===== config.mk =====
export PLATFORM = sky130hd
export DESIGN_NAME = k580vt57_dma
export DESIGN_NICKNAME = d
export VERILOG_FILES = /design/src/rtl/k580vt57_pkg.sv /design/src/rtl/k580vt57_prio.sv /design/src/rtl/k580vt57_dma.sv
export SDC_FILE = /design/constraint.sdc
export NUM_CORES = 1
export LEC_CHECK = 0
export ABC_AREA = 0
export BUFFER_PORTS_ARGS = -buffer_cell sky130_fd_sc_hd__buf_2
export CAP_MARGIN = 5
export CORE_UTILIZATION = 28
export CTS_CLUSTER_SIZE = 30
export DETAILED_ROUTE_END_ITERATION = 8
export GPL_ROUTABILITY_DRIVEN = 0
export RECOVER_POWER = 50
export SLEW_MARGIN = 0
export SYNTH_ARGS = -nofsm -noshare
export SYNTH_HDL_FRONTEND = slang
export SYNTH_HIERARCHICAL = 1
export SYNTH_SLANG_ARGS = --single-unit
export TNS_END_PERCENT = 30

===== constraint.sdc =====
create_clock -name clk -period 4.1 [get_ports clk]
set_input_delay 0.205 -clock clk [delete_from_list [all_inputs] [get_ports clk]]
set_output_delay 0.205 -clock clk [all_outputs]
set_load 0.005 [all_outputs]

===== src/rtl/k580vt57_pkg.sv =====
// Shared types and constants for the K580VT57 four-channel DMA controller.
package k580vt57_pkg;

  localparam int unsigned NCH  = 4;
  localparam int unsigned AW   = 16;
  localparam int unsigned DW   = 8;
  localparam int unsigned CNTW = 14;

  localparam logic [3:0] REG_MODE = 4'd8;

  localparam int unsigned MODE_ROT    = 4;
  localparam int unsigned MODE_TCSTOP = 6;
  localparam int unsigned MODE_AUTO   = 7;

  typedef enum logic [1:0] {
    XFER_VERIFY  = 2'b00,
    XFER_WRITE   = 2'b01,
    XFER_READ    = 2'b10,
    XFER_VERIFY3 = 2'b11
  } xfer_t;

  typedef enum logic [2:0] {
    ST_IDLE,
    ST_REQ,
    ST_S1,
    ST_S2,
    ST_S3,
    ST_S4
  } state_t;

  typedef struct packed {
    logic memr_n;
    logic memw_n;
    logic ior_n;
    logic iow_n;
  } strobe_t;

  function automatic logic [1:0] oh2idx(input logic [NCH-1:0] oh);
    logic [1:0] r;
    r = '0;
    for (int i = 0; i < NCH; i++) begin
      if (oh[i]) r = 2'(i);
    end
    return r;
  endfunction

  // Replace the low or high byte of a 16-bit channel register.
  function automatic logic [AW-1:0] put_byte(input logic [AW-1:0] w, input logic hi,
                                             input logic [DW-1:0] b);
    logic [AW-1:0] r;
    r = w;
    if (hi) r[15:8] = b;
    else    r[7:0]  = b;
    return r;
  endfunction

endpackage


===== src/rtl/k580vt57_prio.sv =====
// Channel arbiter: fixed (channel 0 first) or rotating (last served goes lowest).
module k580vt57_prio
  import k580vt57_pkg::*;
(
  input  logic [NCH-1:0] req,
  input  logic [1:0]     last,
  input  logic           rotate,
  output logic [NCH-1:0] grant
);

  logic [1:0] start;
  logic [1:0] idx;
  logic       found;

  always_comb begin
    grant = '0;
    found = 1'b0;
    idx   = '0;
    start = rotate ? last + 2'd1 : 2'd0;
    for (int i = 0; i < NCH; i++) begin
      idx = start + 2'(i);
      if (!found && req[idx]) begin
        grant[idx] = 1'b1;
        found      = 1'b1;
      end
    end
  end

endmodule


===== src/rtl/k580vt57_dma.sv =====
// K580VT57 (i8257) compatible DMA controller: CPU register port, arbitration,
// and the S1-S4 memory/I/O transfer sequencer.
module k580vt57_dma
  import k580vt57_pkg::*;
(
  input  logic           clk,
  input  logic           rst_n,
  input  logic [3:0]     iaddr,
  input  logic [DW-1:0]  idata,
  output logic [DW-1:0]  odata,
  input  logic           iwe_n,
  input  logic           ird_n,
  input  logic [NCH-1:0] drq,
  output logic [NCH-1:0] dack,
  output logic           hrq,
  input  logic           hlda,
  output logic [AW-1:0]  oaddr,
  output logic           memr_n,
  output logic           memw_n,
  output logic           ior_n,
  output logic           iow_n,
  output logic           tc
);

  state_t state_q, state_d;

  logic [AW-1:0]  addr_q [NCH];
  logic [AW-1:0]  cnt_q  [NCH];
  logic [NCH-1:0] en_q;
  logic [NCH-1:0] tcf_q;
  logic           rot_q, tcstop_q, auto_q, update_q;
  logic           ff_q, we_q, rd_q;
  logic [1:0]     ch_q, last_q;
  xfer_t          typ_q;
  logic           fin_q;

  logic [NCH-1:0] elig, elig_pr, grant;
  logic [1:0]     win, ch_d, rsel;
  logic           stop_ch, wr_edge, rd_edge;
  logic [AW-1:0]  a_win, c_win, a_inc, c_dec, sel_reg;
  xfer_t          typ_d;
  logic           xfer_rd, xfer_wr;

  logic [NCH-1:0] dack_q, dack_d;
  logic           hrq_q, hrq_d, tc_q, tc_d;
  logic [AW-1:0]  oaddr_q, oaddr_d;
  strobe_t        strb_q, strb_d;

  assign elig    = drq & en_q;
  assign stop_ch = fin_q & tcstop_q & ~((ch_q == 2'd2) & auto_q);
  assign elig_pr = (state_q == ST_S4 && stop_ch) ? (elig & ~(NCH'(1) << ch_q)) : elig;
  assign win     = oh2idx(grant);
  assign wr_edge = iwe_n & ~we_q;
  assign rd_edge = ird_n & ~rd_q;
  assign rsel    = iaddr[2:1];
  assign a_inc   = addr_q[ch_q] + AW'(1);
  assign c_dec   = {cnt_q[ch_q][AW-1:CNTW], cnt_q[ch_q][CNTW-1:0] - CNTW'(1)};

  k580vt57_prio u_prio (
    .req    (elig_pr),
    .last   (last_q),
    .rotate (rot_q),
    .grant  (grant)
  );

  // Winner's registers as they will stand after this edge, so back-to-back
  // transfers on the same channel see the S4 increment/reload.
  always_comb begin
    a_win = addr_q[win];
    c_win = cnt_q[win];
    if (state_q == ST_S4 && win == ch_q) begin
      a_win = a_inc;
      c_win = c_dec;
      if (fin_q && ch_q == 2'd2 && auto_q) begin
        a_win = addr_q[3];
        c_win = cnt_q[3];
      end
    end
  end

  // Next state and next registered outputs.
  always_comb begin
    state_d = state_q;
    unique case (state_q)
      ST_IDLE: if (|elig) state_d = ST_REQ;
      ST_REQ: begin
        if (~|elig)    state_d = ST_IDLE;
        else if (hlda) state_d = ST_S1;
      end
      ST_S1:   state_d = ST_S2;
      ST_S2:   state_d = ST_S3;
      ST_S3:   state_d = ST_S4;
      ST_S4:   state_d = (hlda && |elig_pr) ? ST_S1 : ST_IDLE;
      default: state_d = ST_IDLE;
    endcase

    ch_d    = (state_d == ST_S1) ? win : ch_q;
    typ_d   = (state_d == ST_S1) ? xfer_t'(c_win[AW-1:CNTW]) : typ_q;
    xfer_rd = (typ_d == XFER_READ);
    xfer_wr = (typ_d == XFER_WRITE);

    hrq_d   = (state_d != ST_IDLE);
    dack_d  = '0;
    if (state_d inside {ST_S1, ST_S2, ST_S3}) dack_d = NCH'(1) << ch_d;

    strb_d = '1;
    if (state_d inside {ST_S2, ST_S3}) begin
      strb_d.memr_n = ~xfer_rd;
      strb_d.ior_n  = ~xfer_wr;
    end
    if (state_d == ST_S3) begin
      strb_d.iow_n  = ~xfer_rd;
      strb_d.memw_n = ~xfer_wr;
    end

    tc_d    = fin_q && (state_d inside {ST_S2, ST_S3, ST_S4});
    oaddr_d = (state_d == ST_S1) ? a_win : oaddr_q;
  end

  always_ff @(posedge clk or negedge rst_n) begin
    if (!rst_n) begin
      state_q <= ST_IDLE;
      hrq_q   <= 1'b0;
      dack_q  <= '0;
      tc_q    <= 1'b0;
      oaddr_q <= '0;
      strb_q  <= '1;
    end else begin
      state_q <= state_d;
      hrq_q   <= hrq_d;
      dack_q  <= dack_d;
      tc_q    <= tc_d;
      oaddr_q <= oaddr_d;
      strb_q  <= strb_d;
    end
  end

  // Register file, transfer bookkeeping and CPU port; CPU writes land last.
  always_ff @(posedge clk or negedge rst_n) begin
    if (!rst_n) begin
      for (int i = 0; i < NCH; i++) begin
        addr_q[i] <= '0;
        cnt_q[i]  <= '0;
      end
      en_q     <= '0;
      tcf_q    <= '0;
      rot_q    <= 1'b0;
      tcstop_q <= 1'b0;
      auto_q   <= 1'b0;
      update_q <= 1'b0;
      ff_q     <= 1'b0;
      we_q     <= 1'b1;
      rd_q     <= 1'b1;
      ch_q     <= '0;
      last_q   <= 2'd3;
      typ_q    <= XFER_VERIFY;
      fin_q    <= 1'b0;
    end else begin
      we_q <= iwe_n;
      rd_q <= ird_n;

      if (state_d == ST_S1) begin
        ch_q  <= win;
        typ_q <= typ_d;
        fin_q <= (c_win[CNTW-1:0] == '0);
        if (rot_q) last_q <= win;
      end
      if (state_q == ST_S1 && ch_q == 2'd2) update_q <= 1'b0;

      if (state_q == ST_S4) begin
        addr_q[ch_q] <= a_inc;
        cnt_q[ch_q]  <= c_dec;
        if (fin_q) begin
          tcf_q[ch_q] <= 1'b1;
          if (stop_ch) en_q[ch_q] <= 1'b0;
          if (ch_q == 2'd2 && auto_q) begin
            addr_q[2] <= addr_q[3];
            cnt_q[2]  <= cnt_q[3];
            update_q  <= 1'b1;
          end
        end
      end

      if (wr_edge) begin
        if (!iaddr[3]) begin
          if (iaddr[0]) begin
            cnt_q[rsel] <= put_byte(cnt_q[rsel], ff_q, idata);
            if (auto_q && rsel == 2'd2) cnt_q[3] <= put_byte(cnt_q[3], ff_q, idata);
          end else begin
            addr_q[rsel] <= put_byte(addr_q[rsel], ff_q, idata);
            if (auto_q && rsel == 2'd2) addr_q[3] <= put_byte(addr_q[3], ff_q, idata);
          end
        end else if (iaddr == REG_MODE) begin
          en_q     <= idata[NCH-1:0];
          rot_q    <= idata[MODE_ROT];
          tcstop_q <= idata[MODE_TCSTOP];
          auto_q   <= idata[MODE_AUTO];
          ff_q     <= 1'b0;
        end
      end

      if (rd_edge && iaddr == REG_MODE) tcf_q <= '0;
      if ((wr_edge || rd_edge) && !iaddr[3]) ff_q <= ~ff_q;
    end
  end

  // CPU read mux.
  always_comb begin
    odata   = '0;
    sel_reg = iaddr[0] ? cnt_q[rsel] : addr_q[rsel];
    if (!iaddr[3])               odata = ff_q ? sel_reg[15:8] : sel_reg[7:0];
    else if (iaddr == REG_MODE)  odata = {3'b000, update_q, tcf_q};
  end

  assign hrq    = hrq_q;
  assign dack   = dack_q;
  assign tc     = tc_q;
  assign oaddr  = oaddr_q;
  assign memr_n = strb_q.memr_n;
  assign memw_n = strb_q.memw_n;
  assign ior_n  = strb_q.ior_n;
  assign iow_n  = strb_q.iow_n;

endmodule


# ---- Word level (Yosys, flattened, before mapping)
# Index checks and enable logic that the tools add are counted.
dict set report word_totals {
  regBits 179
  out_inout_bits 34
  word_cells 265
}
dict set report classes {
  add_sub_neg 6
  n_lt_le_gt_ge 15
  n_eq_ne 19
  shift 2
  n_mux 125
  n_bitwise 23
  reduce_logical 43
}
# operator n
set ops {}
lappend ops {{$mux W64} 8}
lappend ops {{$mux W16} 25}
lappend ops {{$bwmux W64} 4}
lappend ops {{$bmux W16 S2} 6}
lappend ops {{$mux W8} 20}
lappend ops {{$demux W16 S2} 2}
lappend ops {{$mux W4} 15}
lappend ops {{$mux W1} 25}
lappend ops {{$logic_and A1 B1 Y1} 21}
lappend ops {{$ne A5 B5 Y1 const B} 4}
lappend ops {{$pmux W3 S6} 1}
lappend ops {{$add A16 B1 Y16 const B} 1}
lappend ops {{$or A4 B4 Y4} 4}
lappend ops {{$lt A2 B3 Y1 const B} 5}
lappend ops {{$logic_not A14 Y1} 1}
lappend ops {{$sub A14 B1 Y14 const B} 1}
lappend ops {{$and A4 B4 Y4} 3}
lappend ops {{$eq A3 B2 Y1 const B} 4}
lappend ops {{$eq A3 B3 Y1 const B} 4}
lappend ops {{$mux W2} 6}
lappend ops {{$reduce_bool A2 Y1} 6}
lappend ops {{$demux W1 S2} 5}
lappend ops {{$ge A2 B1 Y1 const B} 5}
lappend ops {{$ge A3 B3 Y1 const B} 3}
lappend ops {{other kinds (23)} 54}

# ---- Depth between registers and ports, before layout
# Gate-level depths: netlist (run 1).
dict set report depth {
  ltp_word 30
  mapped_depth 20
}

# ---- By module
# Netlist (run 1), hierarchy kept.
# module n_inst cells_each area_each_um2 seq_area_each_um2
set by_module_without_submodules {}
lappend by_module_without_submodules {k580vt57_dma 1 1277 11946.5 4489.3}
lappend by_module_without_submodules {k580vt57_prio 1 44 296.5 0.0}

# ---- Worst setup path after synthesis (run 1)
# OpenSTA, ideal clock, no wires.
dict set report synth_timing {
  path_kind {reg-to-reg}
  startpoint {register ch_q[0]}
  endpoint {register strb_q (netlist bit iow_n)}
  setup_time_ns 0.088
  t_arrival_ns 4.232
  required_ns 4.012
  path_slack_ns -0.220
  stages_incl_launch_ff 17
  synth_period_minus_slack_ns 4.320
  path_cell_list {dfrtp_1 > buf_6 > buf_8 > buf_4 > nor2_1 > a41oi_2 > clkbuf_1 > mux4_2 > or2_1 > o221ai_1 > nor2b_1 > or3_1 > a211oi_2 > mux2i_1 > nor2_1 > o31ai_4 > or3b_1}
}
# element line_no
set synth_lines {}
lappend synth_lines {{from (decl)} k580vt57_dma.sv:33} ;# logic [1:0] ch_q, last_q;
lappend synth_lines {{from (signal assigned)} k580vt57_dma.sv:163} ;# ch_q <= win;
lappend synth_lines {{to (signal assigned)} k580vt57_dma.sv:134} ;# strb_q <= strb_d;
lappend synth_lines {{to (decl)} k580vt57_dma.sv:47} ;# strobe_t strb_q, strb_d;

==> results of run 1 <==
[worst max-delay path, stage by stage (launching register included)]
cell	delay (ns)
dfrtp_1	0.39
nand3b_1	0.23
o311a_4	0.39
nor2b_1	0.15
mux4_2	0.48
nand2_2	0.12
o2bb2ai_1	0.09
buf_4	0.19
or3_4	0.38
a211oi_4	0.36
mux2i_4	0.32
nor2_1	0.10
o31ai_4	0.28
or3b_1	0.37
[final cells by class]
type                    count  share of cell area
multi-input cells        1013               0.523
flip-flops and latches    179               0.322
repair buffers            117              0.0532
well taps                 585              0.0524
clock buffers              24              0.0337
clock inverters             8              0.0107
inverters                  20             0.00537
diodes                      1            0.000179
[power by group through the flow]
stage | sequential, mW | combinational [mW] | clock (mW)
final | 3.33 | 5.66 | 1.82
after floorplan | 2.99 | 4.01 | 0
after global placement | 3.27 | 5.39 | 0
after global routing | 3.42 | 6.03 | 1.88
after detailed placement | 3.30 | 5.45 | 0
after CTS | 3.28 | 5.50 | 1.82
[metal layers]
metal | global-route usage | vias to the layer above | wire length [microns]
met5 | 0 | - | 0
met4 | 0.107 | 0 | 2380
met3 | 0.0510 | 180 | 5450
met2 | 0.331 | 871 | 21300
met1 | 0.288 | 5841 | 18800
li1 | - | 5041 | -
[worst max-delay path by stage]
stage	startpoint	endpoint	slack (ns)	cells after the start
2_1_floorplan	ch_q[0]$_DFF_PN0_	iow_n$_DFF_PN1_	0.02	18
3_3_place_gp	state_q[1]$_DFF_PN0_	iow_n$_DFF_PN1_	0.13	13
3_5_place_dp	fin_q$_DFFE_PN0N_	memw_n$_DFF_PN1_	-0.02	13
4_1_cts	fin_q$_DFFE_PN0N_	memw_n$_DFF_PN1_	0.04	12
5_1_grt	state_q[1]$_DFF_PN0_	iow_n$_DFF_PN1_	-0.01	13
6_report	state_q[1]$_DFF_PN0_	memr_n$_DFF_PN1_	0.16	13
[stage by stage]
stage	hold slack [ns]	power [mW]
after floorplan	-0.0906	6.99
after global placement	0.322	8.66
after detailed placement	0.316	8.75
after CTS	0.100	10.6
after global routing	0.112	11.3
final	0.121	10.8
[what timing repair did]
item / CTS / global route
setup endpoints to repair: 4 / 20
pin swaps: 1 / 5
hold buffers: 3 / 0
gates resized for setup: 2 / 13
endpoints found under the hold margin: 79 / 0
buffers inserted: 2 / 4
[registers in the layout, summed over array words and instances, names as in the netlist, 2 cells and up]
name     flops
ch_q         2
en_q         4
typ_q        2
cnt_q       64
dack         4
tcf_q        4
addr_q      64
oaddr       16
state_q      3
last_q       2
[layout by cell type (no fill, tap or decap), types with 21 or more instances in the layout]
| cell type | count |
|---|---|
| o22ai_1 | 55 |
| o211ai_1 | 31 |
| nand2_1 | 164 |
| a22o_1 | 23 |
| dfrtp_1 | 166 |
| nand3_1 | 22 |
| o221ai_1 | 21 |
| a21oi_1 | 84 |
| mux4_2 | 75 |
| o21ai_0 | 129 |
| buf_4 | 54 |
| nor2_1 | 125 |
| mux2i_1 | 38 |
| clkbuf_1 | 23 |
| buf_2 | 36 |
==> impl_metrics.py, run 1 <==
metrics = {
    "status": {
        "outcome": "complete, but fails checks",
        "violations": "design-rule violations, max-capacitance violations, max-slew violations",
    },
    "power": {
        "p_switching_mw": 4.89,
        "vdd_ir_drop_max_mv": 0.266,
        "combPwrFrac": 0.524,
        "pwr_density_cell_nw_per_um2": 773,
        "p_sw_frac": 0.453,
        "seqPwrFrac": 0.308,
        "intPower_mw": 5.91,
        "p_clk_frac": 0.168,
        "p_leak_nw": 5.35,
    },
    "global_route": {
        "antenna_found_initial": 1,
        "first_global_vias": 11400,
        "track_usage": 0.217,
        "grt_overflow": 0,
        "grt_start_max_net_pins": 89,
        "grt_pass1_wl_mm": 72.5,
    },
    "floorplanning": {
        "io_pins": 55,
        "fp.dieW_microns": 211,
        "dieArea_sq_um": 44500,
        "num_rows": 76,
        "die_y_microns": 211,
        "core_sq_um": 43100,
        "initial_utilization": 0.284,
    },
    "layout": {
        "fin_nets": 1371,
        "final_cells": 1947,
        "fillCellCount": 4431,
        "multi_input_area_sq_um": 7310,
        "final_util": 0.325,
        "drive_gt1_frac": 0.183,
        "final_cell_area_sq_um": 14000,
        "synthToLayoutAreaGrowth_pct": 14.4,
        "seq_area_sq_um": 4500,
    },
    "sta": {
        "slew_headroom": -0.636,
        "fin_tns_setup_ns": 0,
        "fmax_mhz": 254,
        "finalCriticalPeriod_ns": 3.94,
        "hold_viol": 0,
        "worst_slew_pin_slew_ns": 2.45,
        "drv_slew": 89,
        "worst_slack_ns": 0.162,
        "finalSetupViolCount": 0,
        "skew_ns": 0.0164,
        "period_share": 0.960,
    },
    "worst_setup_path": {
        "rr_worst_depth": 13,
        "rrSetupSlack_ns": 0.16,
        "crit_type": "reg2reg",
        "end_kind": "flop",
        "worstPathMaxFanout": 9,
        "rr_startpoint": "state_q[1]$_DFF_PN0_",
        "r2r-end": "memr_n$_DFF_PN1_",
        "arrival_ns": 4.31,
        "cp-start-kind": "flop",
        "cp.required_ns": 4.47,
    },
    "synthesis": {
        "synth_fp_nets": 1340,
        "avgSynthCellArea_sq_um": 9.28,
        "netlist_instances": 1317,
        "syn_area_sq_um": 12200,
        "yosysWarnings": 6,
    },
    "routing": {
        "drc": 2,
        "initialDrtViolationCount": 1672,
        "ant_nets": 0,
        "viasPerCell": 6.13,
        "detail_route.wl_per_cell_microns": 24.6,
        "vias": 11900,
        "first_pass_iters": 9,
        "totalWireLength_mm": 48.0,
    },
    "clocking": {
        "cts_htree_levels": 4,
        "cts_tree": "done",
        "cts-buffers-inserted": 17,
        "cts.clk_slew.worst_paths_ns": 0.07,
        "clk_latency_ns": 0.46,
        "cts_root_buf": "clkbuf_16",
        "clock_sinks": 179,
        "clockBufferDepth": 2,
    },
    "hold_path": {
        "hp-start": "idata[7]",
        "hold_path_class": "in2reg",
        "hold_path_depth": 3,
        "worstHoldEndpoint": "auto_q$_DFFE_PN0P_",
    },
    "placed_design": {
        "dp_cells": 1905,
        "post-place-ws_ns": -0.0248,
        "place_area_sq_um": 13300,
        "port_buffers": 54,
        "dpl.hpwl_mm": 32.9,
    },
    "job": {
        "drv_cap": 1,
    },
}
Note: power is estimated with default switching activity, not from simulation.
==> inputs of run 2 (changes only) <==
- PLACE_DENSITY: default -> 0.53
==> impl_metrics.py, run 2 (same netlist as run 1, synthesis figures left out) <==
metrics = {
    "power": {
        "p_leak_nw": 5.34,
        "p_switching_mw": 4.92,
        "fin_total_pwr_mw": 10.7,
        "combPwrFrac": 0.528,
        "seqPwrFrac": 0.312,
        "p_clk_frac": 0.161,
        "vdd_ir_drop_max_mv": 0.328,
        "pwr_density_cell_nw_per_um2": 765,
        "p_sw_frac": 0.461,
        "intPower_mw": 5.76,
    },
    "floorplanning": {
        "dieArea_sq_um": 44500,
        "io_pins": 55,
        "core_sq_um": 43100,
        "num_rows": 76,
        "die_y_microns": 211,
        "fp.dieW_microns": 211,
        "initial_utilization": 0.284,
    },
    "global_route": {
        "grt_pass1_wl_mm": 74.1,
        "grt_overflow": 0,
        "first_global_vias": 11200,
        "grt_start_max_net_pins": 101,
        "antenna_found_initial": 1,
        "track_usage": 0.225,
    },
    "sta": {
        "skew_ns": 0.0127,
        "fin_hold_ws_ns": 0.102,
        "slew_headroom": -0.886,
        "worst_slack_ns": 0.114,
        "worst_slew_pin_slew_ns": 2.83,
        "finalCriticalPeriod_ns": 3.99,
        "period_share": 0.972,
        "hold_viol": 0,
        "drv_slew": 100,
        "finalSetupViolCount": 0,
        "fmax_mhz": 251,
    },
    "clocking": {
        "cts_htree_levels": 4,
        "cts-buffers-inserted": 17,
        "cts_root_buf": "clkbuf_16",
        "clk_latency_ns": 0.47,
        "clock_sinks": 179,
        "cts_tree": "done",
        "cts.clk_slew.worst_paths_ns": 0.07,
        "clockBufferDepth": 2,
    },
    "layout": {
        "fillCellCount": 4435,
        "final_cell_mix": "166 x nand2_1, 166 x dfrtp_1, 129 x o21ai_0",
        "diodes": 0,
        "final_util": 0.324,
        "synthToLayoutAreaGrowth_pct": 14.3,
        "drive_gt1_frac": 0.187,
        "final_cell_area_sq_um": 14000,
        "fin_nets": 1372,
    },
    "worst_setup_path": {
        "crit_type": "reg2reg",
        "cp.required_ns": 4.48,
        "arrival_ns": 4.37,
        "end_kind": "flop",
        "cp-start-kind": "flop",
        "worstPathMaxFanout": 8,
    },
    "placed_design": {
        "place_area_sq_um": 13300,
        "dpl.hpwl_mm": 33.9,
        "port_buffers": 54,
        "post-place-ws_ns": -0.00567,
    },
    "status": {
        "violations": "max-capacitance violations, max-slew violations",
        "outcome": "complete, but fails checks",
    },
    "routing": {
        "ant_nets": 0,
        "first_pass_iters": 7,
        "drc": 0,
        "initialDrtViolationCount": 1421,
        "detail_route.wl_per_cell_microns": 25.4,
        "vias": 11700,
        "totalWireLength_mm": 49.5,
        "viasPerCell": 6.01,
    },
    "job": {
        "drv_cap": 1,
    },
    "hold_path": {
        "hold_path_class": "in2reg",
    },
}
## run 2: final timing paths
path	from	end	slack, ns	cells past startpoint
max	state_q[1]$_DFF_PN0_	iow_n$_DFF_PN1_	0.11	15
min	idata[7]	auto_q$_DFFE_PN0P_	0.10	3
max reg2reg	state_q[1]$_DFF_PN0_	iow_n$_DFF_PN1_	0.11	15
min reg2reg	oaddr[12]$_DFFE_PN0N_	oaddr[12]$_DFFE_PN0N_	0.49	2
max in group asynchronous	rst_n	tcstop_q$_DFFE_PN0P_	1.04	2
min in group asynchronous	rst_n	addr_q[13]$_DFFE_PN0P_	1.15	2
## run 2: repair_timing
action                                  in CTS  in global routing
pin swaps                                    1                  1
gates resized for setup                      0                 15
hold endpoints to repair                    99                  0
setup buffers                                2                  1
endpoints found under the setup margin       5                 19
hold buffers                                 3                  0
## run 2: area by class of cell
cell class | count | area, sq um | share of cell area
Sequential cell | 179 | 4500 | 0.322
Clock buffer | 18 | 439 | 0.0314
Clock inverter | 14 | 153 | 0.0109
Tap cell | 585 | 732 | 0.0524
Inverter | 20 | 75.1 | 0.00538
Timing Repair Buffer | 118 | 767 | 0.0549
Multi-Input combinational cell | 1013 | 7300 | 0.523
## run 2: critical path, cell delays in order (launching register included)
cell and delay (ns):
dfrtp_1 0.37, buf_4 0.16, and3b_2 0.32, a31oi_1 0.10, buf_4 0.17, mux4_2 0.45, or2_4 0.26, o221ai_2 0.18
nor2b_2 0.09, or3_4 0.35, a211oi_4 0.25, buf_6 0.16, mux2i_4 0.26, nor2_1 0.11, o31ai_4 0.30, or3b_1 0.39
## run 2: layer usage
| layer | share of wire | GRT usage | up-vias |
|---|---|---|---|
| met5 | 0.00028 | 0 | - |
| met4 | 0.042 | 0.106 | 2 |
| met3 | 0.099 | 0.0464 | 135 |
| met2 | 0.45 | 0.347 | 671 |
| met1 | 0.41 | 0.301 | 5846 |
| li1 | - | - | 5042 |
## run 2: power groups by stage
| stage | clock (mW) | combinational (mW) | sequential, mW |
|---|---|---|---|
| after floorplan | 0 | 4.01 | 2.99 |
| after global placement | 0 | 5.44 | 3.31 |
| after detailed placement | 0 | 5.50 | 3.32 |
| after CTS | 1.74 | 5.53 | 3.30 |
| after global routing | 1.80 | 6.06 | 3.44 |
| final | 1.72 | 5.64 | 3.33 |
## run 2: metrics by stage
stage               instances  setup TNS [ns]
global route             1947          -0.103
CTS                      1946               0
finish                   1947               0
floorplan                1317               0
global placement         1909               0
detailed placement       1909        -0.00567
